## config.mk

```make
export PLATFORM = sky130hd
export DESIGN_NAME = register_file
export DESIGN_NICKNAME = d
export VERILOG_FILES = /design/src/rtl/register_file.sv
export SDC_FILE = /design/constraint.sdc
export NUM_CORES = 1
export LEC_CHECK = 0
export CORE_AREA = 2 2 166 151
export CTS_CLUSTER_DIAMETER = 30
export DETAILED_ROUTE_END_ITERATION = 7
export DIE_AREA = 0 0 168 153
export SYNTH_ARGS = -nofsm -noshare
export SYNTH_HDL_FRONTEND = slang
export SYNTH_SLANG_ARGS = --single-unit
```

## constraint.sdc

```tcl
create_clock -name clk -period 1.6 [get_ports clk]
set_input_delay 0.32 -clock clk [delete_from_list [all_inputs] [get_ports clk]]
set_output_delay 0.32 -clock clk [all_outputs]
set_load 0.05 [all_outputs]
```

## src/rtl/register_file.sv

```systemverilog
// ============================================================================
// Module   : register_file
// Brief    : 2-read / 1-write register file with registered read ports and an
//            output-valid strobe. Optional macro REGISTER_FILE_BYPASS_EN
//            selects write-first forwarding; read-first when undefined.
// Revision : 1.0 - initial release
// ============================================================================
`default_nettype none

module register_file #(
    parameter int DATA_WIDTH = 16,
    parameter int ADDR_WIDTH = 3
) (
    input  logic                  clk,
    input  logic                  rst_n,
    input  logic                  enable,
    input  logic [ADDR_WIDTH-1:0] rA_select,
    input  logic [ADDR_WIDTH-1:0] rB_select,
    input  logic [ADDR_WIDTH-1:0] rD_select,
    input  logic [DATA_WIDTH-1:0] rD_in,
    input  logic                  rD_write,
    output logic [DATA_WIDTH-1:0] rA_out,
    output logic [DATA_WIDTH-1:0] rB_out,
    output logic                  out_valid
);

    localparam int c_DEPTH = 2 ** ADDR_WIDTH;

    logic [DATA_WIDTH-1:0] r_regs [c_DEPTH];
    logic                  w_write;
    logic [DATA_WIDTH-1:0] w_rA_data;
    logic [DATA_WIDTH-1:0] w_rB_data;

    assign w_write = enable && rD_write;

`ifdef REGISTER_FILE_BYPASS_EN
    // Write-first: a same-edge write to the selected address is forwarded.
    assign w_rA_data = (w_write && (rD_select == rA_select)) ? rD_in : r_regs[rA_select];
    assign w_rB_data = (w_write && (rD_select == rB_select)) ? rD_in : r_regs[rB_select];
`else
    assign w_rA_data = r_regs[rA_select];
    assign w_rB_data = r_regs[rB_select];
`endif

    always_ff @(posedge clk or negedge rst_n) begin
        if (!rst_n) begin
            for (int i = 0; i < c_DEPTH; i++) begin
                r_regs[i] <= '0;
            end
        end else if (w_write) begin
            r_regs[rD_select] <= rD_in;
        end
    end

    // Read data holds across disabled edges; only the strobe drops.
    always_ff @(posedge clk or negedge rst_n) begin
        if (!rst_n) begin
            rA_out    <= '0;
            rB_out    <= '0;
            out_valid <= 1'b0;
        end else begin
            out_valid <= enable;
            if (enable) begin
                rA_out <= w_rA_data;
                rB_out <= w_rB_data;
            end
        end
    end

endmodule

`default_nettype wire

```

==> metrics.yaml, run 1 <==
yosysTopAreaCellShare_pct: 48.7
grt_use_met1_pct: 23.6
critPathLaunchType: "input port"
antenna_cells: 0
grt_max_degree: 65
synth-adder-area-share_pct: 0
arrival_ns: 1.88
setup_viol: 0
max-vdd-ir-drop_mv: 0.639
rsz0062_at_grt: "false"
start_util_pct: 34.5
nets: 760
cts_root_buf: "clkbuf_16"
rows: 54
antenna_found_initial: 0
synth-edff-count: 0
hold_class: "input port to flop"
power_w: 0.0132
synth_xor_area_share_pct: 0
dieArea_mm2: 0.0257
maxCapViolCount: 0
synth_seq_cells: 161
numCtsBuffers: 17
synth_common_cells: "161 x dfrtp_1, 117 x mux2_2, 96 x mux2i_1, 66 x nor2b_1, 33 x buf_2"
period_minus_slack_ns: 1.56
place_area_mm2: 0.00986
ant_nets: 0
routabilityCongestion: 0.761
viasPerCell: 5.54
synth_top_family_by_area: "multiplexers"
synth.distinct_cells: 22
fmaxAchievable_mhz: 642
placed_cells: 1019
required_ns: 1.92
slowest_delay_ns: 0.54
status: "finished, final reports clean"
drc: 0
cts_buffer_depth: 2
maxSlewViolCount: 0
use_met3_pct: 2.98
drive_above_1_share_pct: 34.9
overflow: 0
grt_pass1_vias: 6154
vias: 5824
port_buffers: 61
grt_pass1_wl_um: 35500
drt_pre_antenna_iters: 4
crit_path_cell_trace: "clkdlybuf4s50_1 > nand2b_1 > buf_4 > a211o_1 > a41o_1"
tightest_slew_ns: 0.465
grt_usage_pct: 17.9
syn_inst: 649
synth-compound-area-share_pct: 10.2
end_kind: "flop"
wl_per_cell_um: 21.2
yosysWarnings: 0
fp.dieH_um: 153
syn_area_mm2: 0.00828
min_period_over_period_pct: 97.3
synth_simple_gate_area_share_pct: 8.33
fin_cells: 1052
routed_wl_um: 22300
hold_violations: 0
slew_headroom_pct: 69.0
final_util_pct: 43.7
yosys.cell_count.top_type: "dfrtp_1"
yosys.area.top_type: "dfrtp_1"
yosys-top-cells-area: "dfrtp_1 49%, mux2_2 16%, mux2i_1 12%, nor2b_1 5.0%, a41o_1 3.9%"
htree_levels: 4
cts_tree: "built"
io_pins: 62
yosys-mux-area-fraction_pct: 29.5
slowest_stage: "clkdlybuf4s50_1"
whs_ns: 0.0896
grt_use_met2_pct: 29.4
synth_flop_cell: "dfrtp_1"
fin_skew_ns: 0.00463
grt-busiest-layer: "met2"
coreArea_mm2: 0.0240
criticalPathCategory: "input port to flop"
clock_latency_ns: 0.43
dp_hpwl_um: 14700
areaGrowthSynthToFinish_pct: 26.5
clock-sinks: 161
cts.clk_slew.worst_paths_ns: 0.07
drt_iter0_markers: 353
p_leak_nw: 4.76
cp_max_fo: 5
fp.dieW_um: 168
ys_seq_area_share_pct: 48.7
powerDensity_mw_per_mm2: 1260
syn_avg_cell_area_um2: 12.8
syn-num-nets: 678
post-cts-setup-buffers: 0
async_flop_share_pct: 100
fin_area_mm2: 0.0105
==> repair_timing <==
| item | in CTS | in global routing |
|---|---|---|
| setup endpoints to repair | 0 | 1 |
| hold endpoints to repair | 34 | 0 |
| resized for setup | 0 | 1 |
| hold buffers | 1 | 0 |
==> final timing paths <==
path / cells after the start / start / to / slack (ns)
worst min register to register: 1 / r_regs[50] / r_regs[50] / 0.52
worst max register to register: 3 / r_regs[53] / rB_out[5] / 0.44
worst min-delay path: 1 / enable / out_valid / 0.09
max in group asynchronous: 3 / rst_n / r_regs[8] / 0.66
min in group asynchronous: 2 / rst_n / r_regs[115] / 0.38
worst max-delay path: 5 / rB_select[1] / rB_out[7] / 0.04
==> layout make-up <==
class                   count  area (um2)
clock inverters            12         133
flip-flops and latches    161        4030
well taps                 308         385
repair buffers            116        1490
clock buffers              20         467
fillers                  2112       13500
multi-input cells         435        3980
==> placed cells by master, fill, tap and decap left out, types with 2 or more instances in the layout <==
cell type and n:
a41o_1 32, clkbuf_8 3, nand2b_1 3, clkinv_2 3
nor2b_1 66, bufinv_16 2, mux2_4 11, nand3_1 32
clkbuf_16 17, mux2i_1 96, buf_12 44, mux2_2 117
clkinvlp_4 3, clkinv_4 3, dfrtp_1 161, a22oi_1 32
nor2_1 2, a211o_1 32, buf_4 45, clkdlybuf4s50_1 24
nor2_2 6, or3_1 2
==> routing by layer <==
metal	routed length, um	part of all wire, %	vias up
li1	-	-	2589
met1	9970	45	3045
met2	10900	49	149
met3	851	3.8	41
met4	589	2.6	0
met5	0	0	-
==> state kept, by name (all words and copies together) (netlist names) <==
name and flops:
out_valid 1, r_regs 128, rB_out 16, rA_out 16
==> kinds of logic after synthesis <==
logic type      Yosys count
mux                     224
flops                   161
simple gates            115
compound gates           96
buf+inv                  53
==> worst max-delay path: cells and delay by family <==
| kind | cells | cell delay, ns |
|---|---|---|
| AO/OA/AOI/OAI | 2 | 0.57 |
| AND/OR/NAND/NOR | 1 | 0.26 |
| buffers and inverters | 2 | 0.73 |
==> per-stage QoR <==
stage / setup WS (ns) / setup TNS [ns]
2_1_floorplan: 0.0192 / 0
4_1_cts: 0.0379 / 0
5_1_grt: 0.0329 / 0
3_3_place_gp: -0.413 / -51.10
3_5_place_dp: -0.414 / -52.51
6_report: 0.0428 / 0
==> where the power goes <==
| part | total (W) | leakage [nW] | switching [W] | internal (W) |
|---|---|---|---|---|
| Clock | 0.00412 | 0.288 | 0.00170 | 0.00242 |
| Sequential | 0.00570 | 1.98 | 0.000734 | 0.00497 |
| Combinational | 0.00341 | 2.50 | 0.00154 | 0.00186 |
| Total | 0.0132 | 4.76 | 0.00397 | 0.00926 |
Power figures use the tool's default switching activity.
==> inputs of run 2 (changes only) <==
--- a/config.mk
+++ b/config.mk
@@ -5,10 +5,10 @@
 export SDC_FILE = /design/constraint.sdc
 export NUM_CORES = 1
 export LEC_CHECK = 0
-export CORE_AREA = 2 2 166 151
+export CORE_AREA = 2 2 155 142
 export CTS_CLUSTER_DIAMETER = 30
 export DETAILED_ROUTE_END_ITERATION = 7
-export DIE_AREA = 0 0 168 153
+export DIE_AREA = 0 0 157 144
 export SYNTH_ARGS = -nofsm -noshare
 export SYNTH_HDL_FRONTEND = slang
 export SYNTH_SLANG_ARGS = --single-unit
==> constraint.sdc (replaced) <==
create_clock -name clk -period 1.9 [get_ports clk]
set_input_delay 0.38 -clock clk [delete_from_list [all_inputs] [get_ports clk]]
set_output_delay 0.38 -clock clk [all_outputs]
set_load 0.1 [all_outputs]
==> run 2 against run 1 <==
Compared with the run above: register-to-register slack better by 0.32 ns; critical endpoint is now rB_out[8]; combinational power down 2%; wire length shrank 0.62%; largest cell class unchanged; cell area up 0.32%; via count is 1.6% lower; cell count down 2.5%; critical path depth grew 1.
==> metrics.yaml, run 2 (synthesis results as in run 1) <==
criticalPathCategory: "input port to flop"
place_area_mm2: 0.00986
drt_iter0_markers: 475
fp.dieH_um: 144
areaGrowthSynthToFinish_pct: 26.9
antenna_found_initial: 0
wl_per_cell_um: 21.6
drive_above_1_share_pct: 33.9
crit_path_cell_trace: "clkdlybuf4s50_1 > buf_4 > nor2_1 > buf_12 > a22oi_1 > a41o_1"
maxCapViolCount: 0
multi_input_area_mm2: 0.00397
setup_viol: 0
numCtsBuffers: 17
p_leak_nw: 4.77
hold_violations: 0
startpoint: "rB_select[1]"
fillers: 1833
hold_path_depth: 2
clock_latency_ns: 0.42
slowest_stage: "clkdlybuf4s50_1"
grt_pass1_vias: 6255
final-seq-area_mm2: 0.00403
cts_root_buf: "clkbuf_16"
nets: 752
end_kind: "flop"
tightest_slew_ns: 0.525
cp.depth: 6
power_w: 0.0119
critPathBufInv: 3
dieArea_mm2: 0.0226
port_buffers: 61
cts_tree: "built"
fmaxAchievable_mhz: 623
dp_hpwl_um: 14100
grt_usage_pct: 20.5
setup_ws_ns: 0.295
rrSetupSlack_ns: 0.76
fp.dieW_um: 157
hold_class: "input port to flop"
status: "finished, final reports clean"
fin_skew_ns: 0.00616
maxSlewViolCount: 0
grt_max_degree: 53
drt_pre_antenna_iters: 5
coreArea_mm2: 0.0211
overflow: 0
cts.clk_slew.worst_paths_ns: 0.06
rsz0062_at_grt: "false"
largest_reg_flops: 128
reg2reg_depth: 3
powerDensity_mw_per_mm2: 1130
fin_area_mm2: 0.0105
slew_headroom_pct: 65.0
arrival_ns: 1.91
grt_pass1_wl_um: 35000
endpoint: "rB_out[8]"
routed_wl_um: 22200
max-vdd-ir-drop_mv: 0.575
antenna_cells: 0
ant_nets: 0
cts_buffer_depth: 2
top_register: "r_regs"
start_util_pct: 39.2
htree_levels: 4
viasPerCell: 5.58
rows: 51
period_minus_slack_ns: 1.60
slowest_delay_ns: 0.52
tns_ns: 0
critPathLaunchType: "input port"
r2r-end: "rB_out[7]"
top_regs: "r_regs x128, rA_out x16, rB_out x16"
final_common_cell: "dfrtp_1"
required_ns: 2.20
drc: 0
mostFrequentLayoutCells: "161 x dfrtp_1, 117 x mux2_2, 96 x mux2i_1, 66 x nor2b_1, 50 x buf_12"
crit_family: "buffers and inverters"
post_cts_resize_count: 0
r2r-start: "r_regs[55]"
pre_cts_ws_ns: -0.131
clock-sinks: 161
cp_max_fo: 12
io_pins: 62
routabilityCongestion: 0.764
vias: 5730
min_period_over_period_pct: 84.5
## run 2: changes by cell type in the layout (fill, tap and decap cells not counted)
cell        change
buf_12          +6
clkbuf_8        -1
clkinvlp_4      -1
clkinv_2        +1
buf_4          -14
inv_6           -1
clkbuf_1        +1
clkinv_4        -3
nand2b_1        +1
bufinv_16       +3
nand2b_2        -1
## run 2: worst reg2reg max path, delay by kind of cell (launching register included)
kind / cells / cell delay, ns
AO/OA/AOI/OAI: 2 / 0.51
flip-flops: 1 / 0.39
AND/OR/NAND/NOR: 1 / 0.14
## run 2: timing repair
action | in CTS | in global routing
endpoints found under the setup margin | 0 | 0
setup buffers | 0 | 0
endpoints found under the hold margin | 47 | 0
hold buffers | 1 | 0
## run 2: per-layer routing
metal  routed length, um  global-route usage [%]
met1                9450                    25.5
met2               11400                    35.8
met3                 782                    3.57
met4                 535                    7.53
met5                   0                       0
## run 2: how the worst min path moves through the flow
stage                       to  slack, ns    from
CTS                  out_valid       0.44  enable
finish               out_valid       0.45  enable
global placement    r_regs[19]       0.36   rst_n
detailed placement  r_regs[19]       0.37   rst_n
global route         out_valid       0.45  enable
floorplan            out_valid       0.08   rst_n
## run 2: through the flow
step / utilization (%) / cells / hold WS [ns]
3_3_place_gp: 46.7 / 994 / 0.364
5_1_grt: 49.8 / 1026 / 0.454
4_1_cts: 49.8 / 1026 / 0.438
3_5_place_dp: 46.7 / 994 / 0.375
2_1_floorplan: - / 649 / 0.0844
6_report: 49.8 / 1026 / 0.454
## run 2: report_power, final
group	switching, W	internal, W	leakage [nW]	total (W)
sequential	0.000623	0.00419	1.98	0.00481
combinational	0.00174	0.00160	2.48	0.00335
clock	0.00136	0.00239	0.312	0.00375
## run 2: final cells by class
class,instances,area share [%]
Tap cell,291,3.46
Clock inverter,11,1.76
Timing Repair Buffer,108,14.3
Sequential cell,161,38.3
Clock buffer,20,4.35
Multi-Input combinational cell,435,37.8
